`src/rtl/dcache_pkg.sv`:
```
// dcache_pkg: shared constants and FSM state type for the data cache controller
package dcache_pkg;
  localparam int ADDR_W = 16;
  localparam int LINE_W = 256;
  localparam int WORD_W = 32;
  localparam int OFFSET_W = 5;
  localparam int WORDS_PER_LINE = 8;
  typedef enum logic [2:0] {IDLE, LOOKUP, WRITEBACK, FILL_REQ, FILL_WAIT} state_t;
endpackage

```
`src/rtl/dcache_if.sv`:
```
// dcache_if: CPU load/store port and memory block port of the data cache
interface dcache_if;
  import dcache_pkg::*;
  logic cpu_req_valid;
  logic cpu_req_ready;
  logic cpu_req_we;
  logic [ADDR_W-1:0] cpu_addr;
  logic [WORD_W-1:0] cpu_wdata;
  logic cpu_resp_valid;
  logic [WORD_W-1:0] cpu_rdata;
  logic mem_write_en_block;
  logic [ADDR_W-1:0] mem_block_addr_wr;
  logic [LINE_W-1:0] mem_write_block;
  logic mem_read_block_en;
  logic [ADDR_W-1:0] mem_block_addr_rd;
  logic [LINE_W-1:0] mem_read_block;
  modport master (
    output cpu_req_valid, cpu_req_we, cpu_addr, cpu_wdata, mem_read_block,
    input cpu_req_ready, cpu_resp_valid, cpu_rdata, mem_write_en_block, mem_block_addr_wr,
    mem_write_block, mem_read_block_en, mem_block_addr_rd
  );
  modport slave (
    input cpu_req_valid, cpu_req_we, cpu_addr, cpu_wdata, mem_read_block,
    output cpu_req_ready, cpu_resp_valid, cpu_rdata, mem_write_en_block, mem_block_addr_wr,
    mem_write_block, mem_read_block_en, mem_block_addr_rd
  );
endinterface

```
`src/rtl/dcache_line_store.sv`:
```
// dcache_line_store: per-line data, tag, valid and dirty storage with one combinational read port
module dcache_line_store
  import dcache_pkg::*;
#(
  parameter int NUM_LINES = 16,
  localparam int IDX_W = $clog2(NUM_LINES),
  localparam int TAG_W = ADDR_W - OFFSET_W - IDX_W
) (
  input  logic              clk,
  input  logic              reset,
  input  logic [IDX_W-1:0]  idx,
  input  logic              we,
  input  logic              full,
  input  logic [TAG_W-1:0]  wr_tag,
  input  logic [LINE_W-1:0] wr_line,
  input  logic [2:0]        word_sel,
  input  logic [WORD_W-1:0] wr_word,
  input  logic              dirty_set,
  output logic [LINE_W-1:0] rd_data,
  output logic [TAG_W-1:0]  rd_tag,
  output logic              rd_valid,
  output logic              rd_dirty
);
  logic [LINE_W-1:0] data [NUM_LINES];
  logic [TAG_W-1:0] tags [NUM_LINES];
  logic [NUM_LINES-1:0] valid, dirty;
  assign rd_data = data[idx];
  assign rd_tag = tags[idx];
  assign rd_valid = valid[idx];
  assign rd_dirty = dirty[idx];
  // line data and tag writes; contents of invalid lines are never observed so no reset
  always_ff @(posedge clk) begin
    if (we) begin
      if (full) begin
        data[idx] <= wr_line;
        tags[idx] <= wr_tag;
      end else data[idx][{word_sel, 5'b0} +: WORD_W] <= wr_word;
    end
  end
  // valid/dirty state; a fill installs a clean line, a word write may mark it dirty
  always_ff @(posedge clk) begin
    if (reset) begin
      valid <= '0;
      dirty <= '0;
    end else if (we) begin
      valid[idx] <= valid[idx] | full;
      dirty[idx] <= full ? dirty_set : dirty[idx] | dirty_set;
    end
  end
endmodule

```
`src/rtl/dcache_ctrl.sv`:
```
// dcache_ctrl: direct-mapped write-back write-allocate cache controller; DCACHE_STATS_EN adds event counters
module dcache_ctrl
  import dcache_pkg::*;
#(
  parameter int NUM_LINES = 16
) (
  input logic clk,
  input logic reset,
  dcache_if.slave bus
`ifdef DCACHE_STATS_EN
  ,
  output logic [31:0] hit_count,
  output logic [31:0] miss_count,
  output logic [31:0] wb_count
`endif
);
  localparam int IDX_W = $clog2(NUM_LINES);
  localparam int TAG_W = ADDR_W - OFFSET_W - IDX_W;
  state_t state, nxt;
  logic req_we;
  logic [ADDR_W-1:2] req_addr;
  logic [WORD_W-1:0] req_wdata;
  logic [IDX_W-1:0] idx;
  logic [TAG_W-1:0] tag, l_tag;
  logic [2:0] word;
  logic [LINE_W-1:0] l_data;
  logic l_valid, l_dirty, hit, accept, unused_lsb;
  assign idx = req_addr[OFFSET_W +: IDX_W];
  assign tag = req_addr[ADDR_W-1 -: TAG_W];
  assign word = req_addr[4:2];
  assign accept = bus.cpu_req_valid & bus.cpu_req_ready;
  assign hit = state == LOOKUP && l_valid && l_tag == tag;
  assign unused_lsb = ^bus.cpu_addr[1:0];
  dcache_line_store #(.NUM_LINES(NUM_LINES)) u_store (
    .clk(clk),
    .reset(reset),
    .idx(idx),
    .we((hit & req_we) | (state == FILL_WAIT)),
    .full(state == FILL_WAIT),
    .wr_tag(tag),
    .wr_line(bus.mem_read_block),
    .word_sel(word),
    .wr_word(req_wdata),
    .dirty_set(state != FILL_WAIT),
    .rd_data(l_data),
    .rd_tag(l_tag),
    .rd_valid(l_valid),
    .rd_dirty(l_dirty)
  );
  // state register
  always_ff @(posedge clk) state <= reset ? IDLE : nxt;
  // next state and memory-side strobes; addresses and victim data are zero unless strobing
  always_comb begin
    nxt = state;
    case (state)
      IDLE:      nxt = accept ? LOOKUP : IDLE;
      LOOKUP:    nxt = hit ? IDLE : (l_valid && l_dirty) ? WRITEBACK : FILL_REQ;
      WRITEBACK: nxt = FILL_REQ;
      FILL_REQ:  nxt = FILL_WAIT;
      FILL_WAIT: nxt = LOOKUP;
      default:   nxt = IDLE;
    endcase
    bus.cpu_req_ready = state == IDLE;
    bus.mem_write_en_block = state == WRITEBACK;
    bus.mem_block_addr_wr = state == WRITEBACK ? {l_tag, idx, {OFFSET_W{1'b0}}} : '0;
    bus.mem_write_block = state == WRITEBACK ? l_data : '0;
    bus.mem_read_block_en = state == FILL_REQ;
    bus.mem_block_addr_rd = state == FILL_REQ ? {tag, idx, {OFFSET_W{1'b0}}} : '0;
  end
  // request latch, held for the whole miss sequence so the replay sees the same request
  always_ff @(posedge clk) begin
    if (accept) begin
      req_we <= bus.cpu_req_we;
      req_addr <= bus.cpu_addr[ADDR_W-1:2];
      req_wdata <= bus.cpu_wdata;
    end
  end
  // response pulse and load data; only a hit in LOOKUP completes a request
  always_ff @(posedge clk) begin
    if (reset) begin
      bus.cpu_resp_valid <= 1'b0;
      bus.cpu_rdata <= '0;
    end else begin
      bus.cpu_resp_valid <= hit;
      if (hit && !req_we) bus.cpu_rdata <= l_data[{word, 5'b0} +: WORD_W];
    end
  end
`ifdef DCACHE_STATS_EN
  logic replay;
  // saturating event counters; replay marks the post-fill LOOKUP so it is not counted again
  always_ff @(posedge clk) begin
    if (reset) begin
      replay <= 1'b0;
      hit_count <= '0;
      miss_count <= '0;
      wb_count <= '0;
    end else begin
      if (accept) replay <= 1'b0;
      else if (state == LOOKUP && !hit) replay <= 1'b1;
      if (hit && !replay && hit_count != '1) hit_count <= hit_count + 1;
      if (state == LOOKUP && !hit && !replay && miss_count != '1) miss_count <= miss_count + 1;
      if (state == WRITEBACK && wb_count != '1) wb_count <= wb_count + 1;
    end
  end
`endif
endmodule

```
`src/flat_wrapper.sv`:
```
// flat-port wrapper written by rule: the top's interface ports become plain ports
module dcache_ctrl_flat import dcache_pkg::*;
#(
  parameter int NUM_LINES = 16
)
  (clk, reset, bus_cpu_req_valid, bus_cpu_req_we, bus_cpu_addr, bus_cpu_wdata, bus_mem_read_block, bus_cpu_req_ready, bus_cpu_resp_valid, bus_cpu_rdata, bus_mem_write_en_block, bus_mem_block_addr_wr, bus_mem_write_block, bus_mem_read_block_en, bus_mem_block_addr_rd);
  dcache_if bus_i ();
  input logic clk;
  input logic reset;
  input wire logic [$bits(bus_i.cpu_req_valid)-1:0] bus_cpu_req_valid;
  input wire logic [$bits(bus_i.cpu_req_we)-1:0] bus_cpu_req_we;
  input wire logic [$bits(bus_i.cpu_addr)-1:0] bus_cpu_addr;
  input wire logic [$bits(bus_i.cpu_wdata)-1:0] bus_cpu_wdata;
  input wire logic [$bits(bus_i.mem_read_block)-1:0] bus_mem_read_block;
  output wire logic [$bits(bus_i.cpu_req_ready)-1:0] bus_cpu_req_ready;
  output wire logic [$bits(bus_i.cpu_resp_valid)-1:0] bus_cpu_resp_valid;
  output wire logic [$bits(bus_i.cpu_rdata)-1:0] bus_cpu_rdata;
  output wire logic [$bits(bus_i.mem_write_en_block)-1:0] bus_mem_write_en_block;
  output wire logic [$bits(bus_i.mem_block_addr_wr)-1:0] bus_mem_block_addr_wr;
  output wire logic [$bits(bus_i.mem_write_block)-1:0] bus_mem_write_block;
  output wire logic [$bits(bus_i.mem_read_block_en)-1:0] bus_mem_read_block_en;
  output wire logic [$bits(bus_i.mem_block_addr_rd)-1:0] bus_mem_block_addr_rd;
  assign bus_i.cpu_req_valid = bus_cpu_req_valid;
  assign bus_i.cpu_req_we = bus_cpu_req_we;
  assign bus_i.cpu_addr = bus_cpu_addr;
  assign bus_i.cpu_wdata = bus_cpu_wdata;
  assign bus_i.mem_read_block = bus_mem_read_block;
  assign bus_cpu_req_ready = bus_i.cpu_req_ready;
  assign bus_cpu_resp_valid = bus_i.cpu_resp_valid;
  assign bus_cpu_rdata = bus_i.cpu_rdata;
  assign bus_mem_write_en_block = bus_i.mem_write_en_block;
  assign bus_mem_block_addr_wr = bus_i.mem_block_addr_wr;
  assign bus_mem_write_block = bus_i.mem_write_block;
  assign bus_mem_read_block_en = bus_i.mem_read_block_en;
  assign bus_mem_block_addr_rd = bus_i.mem_block_addr_rd;
  dcache_ctrl #(.NUM_LINES(NUM_LINES)) u_core (.clk(clk), .reset(reset), .bus(bus_i));
endmodule
```
`config.mk`:
```
export PLATFORM = sky130hd
export DESIGN_NAME = dcache_ctrl_flat
export DESIGN_NICKNAME = d
export VERILOG_FILES = /design/src/rtl/dcache_pkg.sv /design/src/rtl/dcache_if.sv /design/src/rtl/dcache_line_store.sv /design/src/rtl/dcache_ctrl.sv /design/src/flat_wrapper.sv
export SDC_FILE = /design/constraint.sdc
export NUM_CORES = 2
export LEC_CHECK = 0
export CAP_MARGIN = 15
export CORE_UTILIZATION = 43
export DETAILED_ROUTE_END_ITERATION = 16
export GPL_TIMING_DRIVEN = 1
export PLACE_DENSITY_LB_ADDON = 0.12
export SYNTH_ARGS = -nofsm -noshare
export SYNTH_HDL_FRONTEND = slang
export SYNTH_HIERARCHICAL = 1
export SYNTH_MEMORY_MAX_BITS = 65536
export SYNTH_SLANG_ARGS = --single-unit
```
`constraint.sdc`:
```
create_clock -name clk -period 8 [get_ports clk]
set_input_delay 1.6 -clock clk [delete_from_list [all_inputs] [get_ports clk]]
set_output_delay 1.6 -clock clk [all_outputs]
set_load 0.02 [all_outputs]
```
==> metrics.md <==
| Metric | Value |
|---|---|
| DR DRC count | `0` |
| Initial Util | `43.2%` |
| Critical path, cell by cell | `buf_12, buf_4, buf_4, mux4_2, mux4_2, and2_1, clkdlybuf4s50_1` |
| Worst slack, placed | `roughly 1.3 ns` |
| Post-synthesis cell area | `0.171 sq mm` |
| Max Fclk | `134 MHz` |
| Leak pwr | `about 62 nW` |
| Port bufs | `619` |
| Crit. Startpoint | `u_core/req_addr[5]` |
| Max-slew headroom | `13.4%` |
| Hold Path Stages | `2` |
| FF-to-FF End | `u_core/u_store/data[11][116]` |
| Overall routing resource usage | `~28%` |
| Combinational Power Share | `between 15 and 20%` |
| Final layout net count | `8,743` |
| Post-DP HPWL | `337 mm` |
| Delay of the slowest critical-path stage | `0.83 ns` |
| Fin crit period | `roughly 7.5 ns` |
| Register bit total from synthesis | `between 4k and 5k` |
| Placed cell areas | `0.186 sq mm` |
| Ys async rst share | `0%` |
| Clock power share | `a little under two fifths` |
| CTS tree | `yes` |
| # IOs | `about 630` |
| Share of cells above drive strength 1 | `30.5%` |
| Worst R2R Path Depth | `13` |
| Setup Skew | `0.0762 ns` |
| 1st-iter DRT viols | `around 12k` |
| Width of the die | `632 um` |
| Cells after Synth | `7,465` |
| Post_cts resized | `0` |
| Worst-path clk slew | `0.06 ns` |
| Synthesized area per cell | `22.9 sq um` |
| Max-slew violation count | `0` |
| Top cell type's share of synthesized area | `about 75%` |
| Total power draw | `54.7 mW` |
| Sequential share of the synthesized area | `75.6%` |
| Worst r2r src | `u_core/req_addr[6]` |
| Worst endpoint data arrival time | `about 6 ns` |
| Final hold viol count | `0` |
| Clock latency on the worst-skew pair | `1.03 ns` |
| Clock buffer depth | `4` |
| Largest area contributor in the netlist | `edfxtp_1` |
| Required time of the worst setup path | `~6.4 ns` |
| Area growth, synth to finish | `17.3%` |
| Top cells by count, synth | `edfxtp_1, mux4_2, and2_1` |
| Hold Crit Start | `u_core/u_store/valid[15]` |
| Most frequent cell after synthesis | `edfxtp_1` |
| Total die area | `0.400 sq mm` |
| Sw frac | `26.9%` |
| Placeable Area | `roughly 0.40 sq mm` |
| Setup bufs post-CTS | `0` |
| Setup crit start kind | `flip-flop` |
| Maxcap violations | `0` |
| Seq pwr share | `45.8%` |
| Outcome | `finished clean` |
| CTS H-tree lvls | `5` |
| Internal | `40.0 mW` |
| Worst R2R Setup Slack | `~1.2 ns` |
| Gr ovfl total | `0` |
| Largest net degree at the start of global routing | `around 150` |
| Kind of critical path | `flip-flop to output port` |
| Hold WC Path Type | `flip-flop to flip-flop` |
| Final WS setup | `0.524 ns` |
| Die height | `632 um` |
| Setup violators final | `0` |
| Main synth FF type | `edfxtp_1` |
| Site Rows | `231` |
| Hold endpoint | `u_core/u_store/valid[15]` |
| First-pass GRT wire length | `744 mm` |
| RSZ-0062 raised after global routing | `false` |
| Slowest cell on crit path | `buf_4` |
| Distinct cells, synth | `a little over 70` |
| Routed WL | `559 mm` |
| Critical path capture point type | `output port` |
| Clock sink count | `4,323` |
| Syn. warnings | `6` |
| Hold buffers post-CTS | `0` |
| Setup tns final | `0 ns` |
| Clock buffer count from CTS | `452` |
| DR vias | `86.9k` |
| Peak VDD IR | `198 uV` |
| DRT antenna net count | `0` |
| Root Driver | `clkbuf_16` |
| Vias per inst | `6.11` |
| Initial antenna violation count | `99` |
| Vias in the first global route | `85.3k` |
| P per Cell Area | `273 mW/mm^2` |
| # fillers | `31.3k` |
| Max FO, Critical Path | `81` |
| Final instance area | `approximately 0.2 sq mm` |
| Routed WL per cell | `slightly below 40 um` |
| Dominant cells by area after synthesis | `edfxtp_1, mux4_2, mux2_2` |
| Fin crit share | `93.5%` |
| Drt first pass iters | `5` |
| P_sw | `14.7 mW` |
| Gpl congestion | `just over 0.8` |
| EDFF count, synth | `approximately 4.3k` |
| Worst-margin pin slew | `around 1.3 ns` |
placed cells by master (no fill, tap or decap), types with 9 or more instances in the layout:
master              n
a2111oi_2          30
mux2_1             33
edfxtp_1         4255
mux4_2           1341
nand3_1            63
nor2b_1            94
mux2i_1            39
inv_1              37
o21ai_0            64
inv_6               9
dfxtp_1            68
o221ai_1           16
nand2_1           136
nor2_1             50
buf_4             321
nor2_4            128
a2111oi_1          11
a2111oi_0          21
o21ai_1            15
clkinv_2           75
conb_1             10
clkinv_1          125
buf_12             39
clkbuf_1          103
a21oi_1            16
diode_2           158
and2_1            282
bufinv_16          35
clkinvlp_4          9
clkdlybuf4s50_1   618
mux2_2            171
clkbuf_16         457
area by class of cell:
class	count	area [sq um]	share of cell area, %
inverters	37	139	0.0693
diodes	158	395	0.197
clock inverters	273	2420	1.21
flip-flops and latches	4323	129000	64.5
repair buffers	980	9390	4.69
clock buffers	563	11900	5.92
multi-input cells	2638	40400	20.2
well taps	5242	6560	3.27
per-layer routing:
layer / GRT usage, % / vias to the layer above / share of wire [%]
met3: 6.21 / 750 / 9.9
met2: 44.2 / 4775 / 49
met1: 37.0 / 47600 / 38
met4: 11.4 / 10 / 3.7
met5: 0 / - / 0.012
li1: - / 33800 / -
flip-flops by register name, summed over array words and instances (netlist names), 3 cells and up:
name and count:
u_core/u_store/data 4096, u_core/req_addr 14, u_core/state 3, u_core/u_store/dirty 16, u_core/u_store/tags 112, u_core/req_wdata 32, u_core/u_store/valid 16, u_core/bus.cpu_rdata 32
how the worst max path moves through the flow:
stage,to,slack (ns),cells past startpoint
2_1_floorplan,u_core/u_store/data[10][160],1.77,15
3_3_place_gp,u_core/u_store/data[6][65],1.30,12
3_5_place_dp,u_core/u_store/data[7][67],1.25,12
4_1_cts,bus_mem_write_block[51],0.35,7
5_1_grt,bus_mem_write_block[51],0.21,7
6_report,bus_mem_write_block[51],0.52,7
critical path, delay by kind of cell (launching register included):
| family | cells | cell delay (ns) |
|---|---|---|
| buffers and inverters | 4 | 2.73 |
| muxes | 2 | 1.22 |
| and+or+nand+nor | 1 | 0.26 |
| DFF | 1 | 0.39 |
power by group through the flow:
| stage | Sequential [mW] | Clock [mW] | Combinational, mW |
|---|---|---|---|
| 6_report | 25.0 | 20.4 | 9.28 |
| 5_1_grt | 25.0 | 21.5 | 9.51 |
| 4_1_cts | 25.1 | 20.7 | 9.33 |
| 3_5_place_dp | 25.5 | 0 | 9.31 |
| 3_3_place_gp | 25.5 | 0 | 9.26 |
| 2_1_floorplan | 25.5 | 0 | 4.70 |
metrics by stage:
stage | instances | util (%) | hold slack (ns)
2_1_floorplan | 7474 | - | 0.450
3_3_place_gp | 13200 | 46.9 | 0.464
3_5_place_dp | 13200 | 46.9 | 0.470
4_1_cts | 14100 | 50.6 | 0.479
5_1_grt | 14100 | 50.6 | 0.519
6_report | 14200 | 50.7 | 0.480
cells by family (layout without fill, tap and decap cells):
group           count (synthesis)  after routing  synth area share (%)
flops                        4323           4323                  75.6
xor+xnor                        6              6                0.0308
buf+inv                       513           1853                  1.47
fa+ha+maj                       3              3                0.0220
simple gates                  816            816                  2.61
mux                          1592           1592                  19.4
other cells                     1            168               0.00220
compound gates                211            211                 0.846
Note: power is estimated with default switching activity, not from simulation.
